**config.mk**
```make
export PLATFORM = sky130hd
export DESIGN_NAME = fpu_job_sequencer
export DESIGN_NICKNAME = d
export VERILOG_FILES = /design/src/rtl/fpu_seq_pkg.sv /design/src/rtl/fpu_seq_fifo.sv /design/src/rtl/fpu_job_sequencer.sv
export SDC_FILE = /design/constraint.sdc
export NUM_CORES = 1
export LEC_CHECK = 0
export ABC_CLOCK_PERIOD_IN_PS = 7560
export BUFFER_PORTS_ARGS = -buffer_cell sky130_fd_sc_hd__buf_2
export CAP_MARGIN = 20
export CELL_PAD_IN_SITES_DETAIL_PLACEMENT = 0
export CELL_PAD_IN_SITES_GLOBAL_PLACEMENT = 1
export CORE_MARGIN = 2
export CORE_UTILIZATION = 51
export CTS_BUF_LIST = sky130_fd_sc_hd__clkbuf_8
export CTS_CLUSTER_DIAMETER = 120
export DETAILED_ROUTE_END_ITERATION = 6
export GPL_TIMING_DRIVEN = 1
export HOLD_SLACK_MARGIN = 0.08
export PLACE_DENSITY = 0.87
export SYNTH_ARGS = -nofsm -noshare
export SYNTH_HDL_FRONTEND = slang
export SYNTH_SLANG_ARGS = --single-unit
```
**constraint.sdc**
```tcl
create_clock -name clk_i -period 7.56 [get_ports clk_i]
set_input_delay 1.134 -clock clk_i [delete_from_list [all_inputs] [get_ports clk_i]]
set_output_delay 1.134 -clock clk_i [all_outputs]
set_load 0.01 [all_outputs]
```
**src/rtl/fpu_seq_pkg.sv**
```systemverilog
// fpu_seq_pkg: shared op/state types, job record and constants for fpu_job_sequencer
package fpu_seq_pkg;
  typedef enum logic [1:0] {OP_ADD = 2'b00, OP_SUB, OP_MUL, OP_DIV} op_e;
  localparam logic [2:0] S_IDLE = 3'd0, S_ISSUE = 3'd1, S_WAIT = 3'd2, S_RESP = 3'd3, S_CLEAR = 3'd4;
  typedef enum logic [2:0] {
    ST_IDLE = S_IDLE, ST_ISSUE = S_ISSUE, ST_WAIT = S_WAIT, ST_RESP = S_RESP, ST_CLEAR = S_CLEAR
  } state_e;
  localparam logic [31:0] QNAN = 32'h7FC00000;
  localparam int FLG_OVF = 0;
  localparam int FLG_UNF = 1;
  localparam int FLG_TMO = 2;
  // Widest tag a job record can carry; narrower TAG_W values are zero-extended into it
  localparam int TAG_MAX_W = 16;
  typedef struct packed {
    op_e                  op;
    logic [31:0]          a;
    logic [31:0]          b;
    logic [TAG_MAX_W-1:0] tag;
  } job_t;
  function automatic logic [15:0] sat_inc(input logic [15:0] v, input logic en);
    return (en && v != 16'hFFFF) ? v + 16'd1 : v;
  endfunction
endpackage

```
**src/rtl/fpu_seq_fifo.sv**
```systemverilog
// fpu_seq_fifo: DEPTH-entry job FIFO with full/empty flags and occupancy count
module fpu_seq_fifo
  import fpu_seq_pkg::*;
#(
  parameter int DEPTH = 4
) (
  input  logic                         clk_i,
  input  logic                         rst_ni,
  input  logic                         push_i,
  input  logic                         pop_i,
  input  job_t                         din_i,
  output job_t                         dout_o,
  output logic                         full_o,
  output logic                         empty_o,
  output logic [$clog2(DEPTH+1)-1:0]   level_o
);
  localparam int AW = $clog2(DEPTH);
  localparam int LW = $clog2(DEPTH+1);
  job_t mem_q [DEPTH];
  logic [AW-1:0] wp_q, rp_q;
  logic [LW-1:0] lvl_q;
  logic wr, rd;
  assign full_o  = lvl_q == LW'(DEPTH);
  assign empty_o = lvl_q == '0;
  assign wr      = push_i && !full_o;
  assign rd      = pop_i && !empty_o;
  assign dout_o  = mem_q[rp_q];
  assign level_o = lvl_q;
  always_ff @(posedge clk_i) begin
    if (wr) mem_q[wp_q] <= din_i;
  end
  always_ff @(posedge clk_i or negedge rst_ni) begin
    if (!rst_ni) begin
      wp_q  <= '0;
      rp_q  <= '0;
      lvl_q <= '0;
    end else begin
      wp_q  <= wp_q + AW'(wr);
      rp_q  <= rp_q + AW'(rd);
      lvl_q <= lvl_q + LW'(wr) - LW'(rd);
    end
  end
endmodule

```
**src/rtl/fpu_job_sequencer.sv**
```systemverilog
// fpu_job_sequencer: FIFO-buffered, one-job-at-a-time front-end for the floating_point_unit core.
// Optional FPU_SEQ_STATS_EN adds saturating job/overflow/underflow/timeout counters.
module fpu_job_sequencer
  import fpu_seq_pkg::*;
#(
  parameter int DEPTH   = 4,
  parameter int TAG_W   = 4,
  parameter int TIMEOUT = 255
) (
  input  logic                       clk_i,
  input  logic                       rst_ni,
  input  logic                       req_valid_i,
  output logic                       req_ready_o,
  input  logic [1:0]                 req_op_i,
  input  logic [31:0]                req_a_i,
  input  logic [31:0]                req_b_i,
  input  logic [TAG_W-1:0]           req_tag_i,
  output logic                       fpu_start_o,
  output logic                       fpu_rst_o,
  output logic [1:0]                 fpu_op_o,
  output logic [31:0]                fpu_a_o,
  output logic [31:0]                fpu_b_o,
  input  logic [31:0]                fpu_z_i,
  input  logic                       fpu_overflow_i,
  input  logic                       fpu_underflow_i,
  input  logic                       fpu_busy_i,
  input  logic                       fpu_done_i,
  output logic                       rsp_valid_o,
  input  logic                       rsp_ready_i,
  output logic [31:0]                rsp_z_o,
  output logic [TAG_W-1:0]           rsp_tag_o,
  output logic [2:0]                 rsp_flags_o,
  output logic [$clog2(DEPTH+1)-1:0] level_o,
  output logic                       idle_o
`ifdef FPU_SEQ_STATS_EN
  ,
  output logic [15:0]                stat_jobs_o,
  output logic [15:0]                stat_ovf_o,
  output logic [15:0]                stat_unf_o,
  output logic [15:0]                stat_tmo_o
`endif
);
  localparam int CW = $clog2(TIMEOUT+1);
  localparam int LW = $clog2(DEPTH+1);
  job_t din, head;
  logic full, empty, push, pop;
  logic [LW-1:0] lvl_nxt;
  state_e state_q, state_d;
  logic [CW-1:0] cnt_q, cnt_d;
  logic [TAG_W-1:0] tag_q, tag_d, rtag_q, rtag_d;
  logic [1:0] op_q, op_d;
  logic [31:0] a_q, a_d, b_q, b_d, z_q, z_d;
  logic [2:0] flg_q, flg_d;
  logic start_q, start_d, frst_q, frst_d, vld_q, vld_d, idle_q, idle_d;
  assign din  = '{op: op_e'(req_op_i), a: req_a_i, b: req_b_i, tag: TAG_MAX_W'(req_tag_i)};
  assign push = req_valid_i && !full;
  assign pop  = state_q == ST_ISSUE;
  fpu_seq_fifo #(.DEPTH(DEPTH)) u_fifo (
    .clk_i(clk_i), .rst_ni(rst_ni), .push_i(push), .pop_i(pop), .din_i(din),
    .dout_o(head), .full_o(full), .empty_o(empty), .level_o(level_o)
  );
  // idle is registered, so it is derived from next-cycle occupancy and state
  assign lvl_nxt = level_o + LW'(push) - LW'(pop);
  assign idle_d  = state_d == ST_IDLE && lvl_nxt == '0;
  always_comb begin
    state_d = state_q;
    cnt_d   = cnt_q;
    tag_d   = tag_q;
    start_d = start_q;
    frst_d  = 1'b0;
    op_d    = op_q;
    a_d     = a_q;
    b_d     = b_q;
    vld_d   = vld_q;
    z_d     = z_q;
    rtag_d  = rtag_q;
    flg_d   = flg_q;
    case (state_q)
      ST_IDLE: state_d = empty ? ST_IDLE : ST_ISSUE;
      ST_ISSUE: begin
        op_d    = head.op;
        a_d     = head.a;
        b_d     = head.b;
        tag_d   = TAG_W'(head.tag);
        start_d = 1'b1;
        cnt_d   = '0;
        state_d = ST_WAIT;
      end
      ST_WAIT: begin
        cnt_d   = cnt_q + 1'b1;
        start_d = start_q && !(fpu_busy_i || fpu_done_i);
        // done wins over a simultaneous timeout
        if (fpu_done_i || cnt_d == CW'(TIMEOUT)) begin
          start_d = 1'b0;
          vld_d   = 1'b1;
          rtag_d  = tag_q;
          z_d     = fpu_done_i ? fpu_z_i : QNAN;
          flg_d   = fpu_done_i ? {1'b0, fpu_underflow_i, fpu_overflow_i} : 3'b1 << FLG_TMO;
          state_d = ST_RESP;
        end
      end
      ST_RESP: if (rsp_ready_i) begin
        vld_d   = 1'b0;
        frst_d  = 1'b1;
        state_d = ST_CLEAR;
      end
      default: begin
        start_d = 1'b0;
        state_d = ST_IDLE;
      end
    endcase
  end
  always_ff @(posedge clk_i or negedge rst_ni) begin
    if (!rst_ni) begin
      state_q <= ST_IDLE;
      cnt_q   <= '0;
      tag_q   <= '0;
      start_q <= 1'b0;
      frst_q  <= 1'b1;
      op_q    <= '0;
      a_q     <= '0;
      b_q     <= '0;
      vld_q   <= 1'b0;
      z_q     <= '0;
      rtag_q  <= '0;
      flg_q   <= '0;
      idle_q  <= 1'b1;
    end else begin
      state_q <= state_d;
      cnt_q   <= cnt_d;
      tag_q   <= tag_d;
      start_q <= start_d;
      frst_q  <= frst_d;
      op_q    <= op_d;
      a_q     <= a_d;
      b_q     <= b_d;
      vld_q   <= vld_d;
      z_q     <= z_d;
      rtag_q  <= rtag_d;
      flg_q   <= flg_d;
      idle_q  <= idle_d;
    end
  end
  assign req_ready_o = !full;
  assign fpu_start_o = start_q;
  assign fpu_rst_o   = frst_q;
  assign fpu_op_o    = op_q;
  assign fpu_a_o     = a_q;
  assign fpu_b_o     = b_q;
  assign rsp_valid_o = vld_q;
  assign rsp_z_o     = z_q;
  assign rsp_tag_o   = rtag_q;
  assign rsp_flags_o = flg_q;
  assign idle_o      = idle_q;
`ifdef FPU_SEQ_STATS_EN
  logic [15:0] jobs_q, ovf_q, unf_q, tmo_q;
  logic hs;
  assign hs = state_q == ST_RESP && rsp_ready_i;
  always_ff @(posedge clk_i or negedge rst_ni) begin
    if (!rst_ni) begin
      jobs_q <= '0;
      ovf_q  <= '0;
      unf_q  <= '0;
      tmo_q  <= '0;
    end else begin
      jobs_q <= sat_inc(jobs_q, hs);
      ovf_q  <= sat_inc(ovf_q, hs && flg_q[FLG_OVF]);
      unf_q  <= sat_inc(unf_q, hs && flg_q[FLG_UNF]);
      tmo_q  <= sat_inc(tmo_q, hs && flg_q[FLG_TMO]);
    end
  end
  assign stat_jobs_o = jobs_q;
  assign stat_ovf_o  = ovf_q;
  assign stat_unf_o  = unf_q;
  assign stat_tmo_o  = tmo_q;
`endif
endmodule

```
==> impl_metrics.ini <==
[outcome]
status = finished, final reports clean

[grt]
gr-total-overflow = 0
grt_max_degree = 77
grtUsageTotal_pct = 18.6
gr-usage-met3_pct = 5.89
grtUsageMet2_pct = 29.2
antenna_found_initial = 8
met1_usage_pct = 24.9
grt_most_used_layer = met2
grt_pass1_wl_mm = 45.1
grt_pass1_vias = 8313

[power_and_ir_drop]
total_power_mw = 7.52
ir_drop_uv = 209
internal-power_mw = 5.20
switching_share_pct = 30.8
power_switching_mw = 2.32
power.density_nw_per_um2 = 406
seq_power_share_pct = 46.8
p_leak_nw = 7.13
power_frac_comb_pct = 28.9
clock_power_share_pct = 24.2

[logic_synthesis]
syn_area_sq_um = 15600
yosysMostFrequentCell = edfxtp_1
synth-seq-area-share_pct = 74.7
syn_nets = 914
netlist_instances = 794
synthTopCellsByCount = 280 x edfxtp_1, 129 x dfrtp_1, 70 x mux2_2, 70 x mux4_2
yosys.area.top_type_share_pct = 53.8
yosys_most_used_dff = edfxtp_1
synth_area_leaders = edfxtp_1 54%, dfrtp_1 21%, mux4_2 10%
synth_seq_cells = 411
synthArstFlopShare_pct = 31.9
synth_edf_count = 280
synth_top_area_cell = edfxtp_1
yosys.cell_types.count = 47
syn_area_per_cell_sq_um = 19.7
synth_warnings = 0

[timing]
finalWorstSetupSlack_ns = 4.48
worst_pin_slew_ns = 1.09
hold_violations = 0
tns_ns = 0
hold_slack_ns = 0.497
setup_viol = 0
final.period_utilization_pct = 40.7
relSlewSlack_pct = 27.4
rsz0062_at_grt = false
fmax_mhz = 325
drv_slew = 0
finalClockSkew_ns = 0.0242
period_needed_ns = 3.08

[placed_design]
portBuffers = 222
placed_area_sq_um = 17200
dp_hpwl_mm = 17.0
placed_cells = 1380
dp_slack_ns = 3.87
gp_congestion = 0.730

[critical_path]
worst_ep_required_time_ns = 7.75
worstSetupStartpointType = flop
regToRegSetupSlack_ns = 4.48
critPathKind = reg2reg
path_max_fanout = 39
critPathArrivalTime_ns = 3.27
crit_path_end_kind = flop

[route]
vias_per_cell = 5.43
drtPass1Iterations = 5
ant_nets = 0
drc_errors = 0
drtIter0Drc = 581
vias = 8181
wl_per_cell_um = 19.6
drt_wl_total_mm = 29.5

[clock_tree]
cts_hold_buf = 0
clk_latency_ns = 0.57
cts_max_level = 3
cts_tree = done
numClockSinks = 411
post_cts.repair.setup_buffers = 0
cts-resized-gates = 0
cts_root_buf = clkbuf_8
cts_max_path_buffers = 3
path_clk_slew_ns = 0.05
cts_buffers = 66

[cells_and_area]
fin_nets = 1174
finalNonFillerCells = 1506
area_delta_synth_final_pct = 18.3
drive_gt1_share_pct = 44.1
final_core_util_pct = 60.8
final_area_sq_um = 18500
nFillCells = 2239

[floorplan]
die_area_sq_um = 32100
start_util_pct = 51.4
core_area_sq_um = 30400
dieWidth_um = 179
rows = 64
num_io_pins = 223
die_h_um = 179

[hold_path]
min_path_type = reg2reg

[job]
maxCapViolCount = 0
[worst paths after layout]
check | start | end | cells after the start
max | u_fifo.level_o[1]$_DFF_PN0_ | u_fifo.mem_q[1][27]$_DFFE_PP_ | 6
min in group asynchronous | rst_ni | rsp_z_o[26]$_DFFE_PN0P_ | 1
min reg2reg | rsp_z_o[18]$_DFFE_PN0P_ | rsp_z_o[18]$_DFFE_PN0P_ | 1
min | rsp_z_o[18]$_DFFE_PN0P_ | rsp_z_o[18]$_DFFE_PN0P_ | 1
max in group asynchronous | rst_ni | fpu_rst_o$_DFF_PN1_ | 3
max reg2reg | u_fifo.level_o[1]$_DFF_PN0_ | u_fifo.mem_q[1][27]$_DFFE_PP_ | 6
[power by group through the flow]
stage / registers (mW) / clock network [mW] / logic [mW]
after floorplan: 3.53 / 0 / 1.50
after global placement: 3.54 / 0 / 2.17
after detailed placement: 3.57 / 0 / 2.21
after CTS: 3.53 / 1.88 / 2.22
after global routing: 3.61 / 1.98 / 2.38
final: 3.52 / 1.82 / 2.18
[logic make-up (layout without fill, tap and decap cells)]
| kind of cell | Yosys count | count (layout) | share of synthesized area (%) |
|---|---|---|---|
| buf+inv | 59 | 372 | 1.72 |
| other cells | 0 | 3 | 0 |
| fa+ha+maj | 10 | 10 | 0.896 |
| simple gates | 61 | 61 | 1.98 |
| flops | 411 | 411 | 74.7 |
| xor+xnor | 9 | 9 | 0.504 |
| mux | 140 | 140 | 15.1 |
| compound gates | 104 | 104 | 5.05 |
[cell usage in the layout (no fill, tap or decap), types with 3 or more instances in the layout]
master and n:
o211ai_1 4, a22o_1 25, edfxtp_1 280, xnor2_1 3, clkinv_1 3, a21oi_2 9, ha_1 8, mux2_2 70
buf_4 9, nand3_1 10, nand4_1 5, and3_1 5, o22ai_1 9, clkinvlp_4 4, xor2_1 6, diode_2 3
o21ai_0 4, o21ai_1 9, nand2_1 13, dfrtp_1 127, inv_1 44, clkinv_2 8, a21oi_1 6, clkbuf_8 77
nor2_1 12, a21o_1 25, mux4_2 70, buf_2 221
[worst max-delay path, stage by stage, from the launching register on]
cell and delay [ns]:
dfrtp_1 0.50, nor2_1 0.08, nand2_1 0.08, and2_0 0.40, nand2_1 0.17, nor2_4 0.81, buf_4 0.62
[layer usage]
metal  share of wire (%)  wire length [um]
met4                 1.7               499
met1                  43             12600
met2                  47             13900
met3                 8.2              2410
met5                0.24                72
[sequential cells by signal (all words and copies together), names as in the netlist]
name	cells
u_fifo.mem_q	280
rsp_flags_o	3
rsp_tag_o	4
idle_o	1
fpu_a_o	32
rsp_z_o	32
u_fifo.wp_q	2
u_fifo.level_o	3
u_fifo.rp_q	2
fpu_rst_o	1
fpu_op_o	2
cnt_q	8
state_q	3
fpu_b_o	32
tag_q	4
fpu_start_o	1
rsp_valid_o	1
[layout make-up]
type / count / area (sq um) / area share (%)
diodes: 3 / 7.51 / 0.0406
clock buffers: 77 / 1060 / 5.73
clock inverters: 44 / 229 / 1.24
inverters: 18 / 67.6 / 0.365
multi-input cells: 324 / 3710 / 20.1
flip-flops and latches: 411 / 11700 / 63.2
well taps: 396 / 495 / 2.68
repair buffers: 233 / 1240 / 6.70
Power figures use the tool's default switching activity.
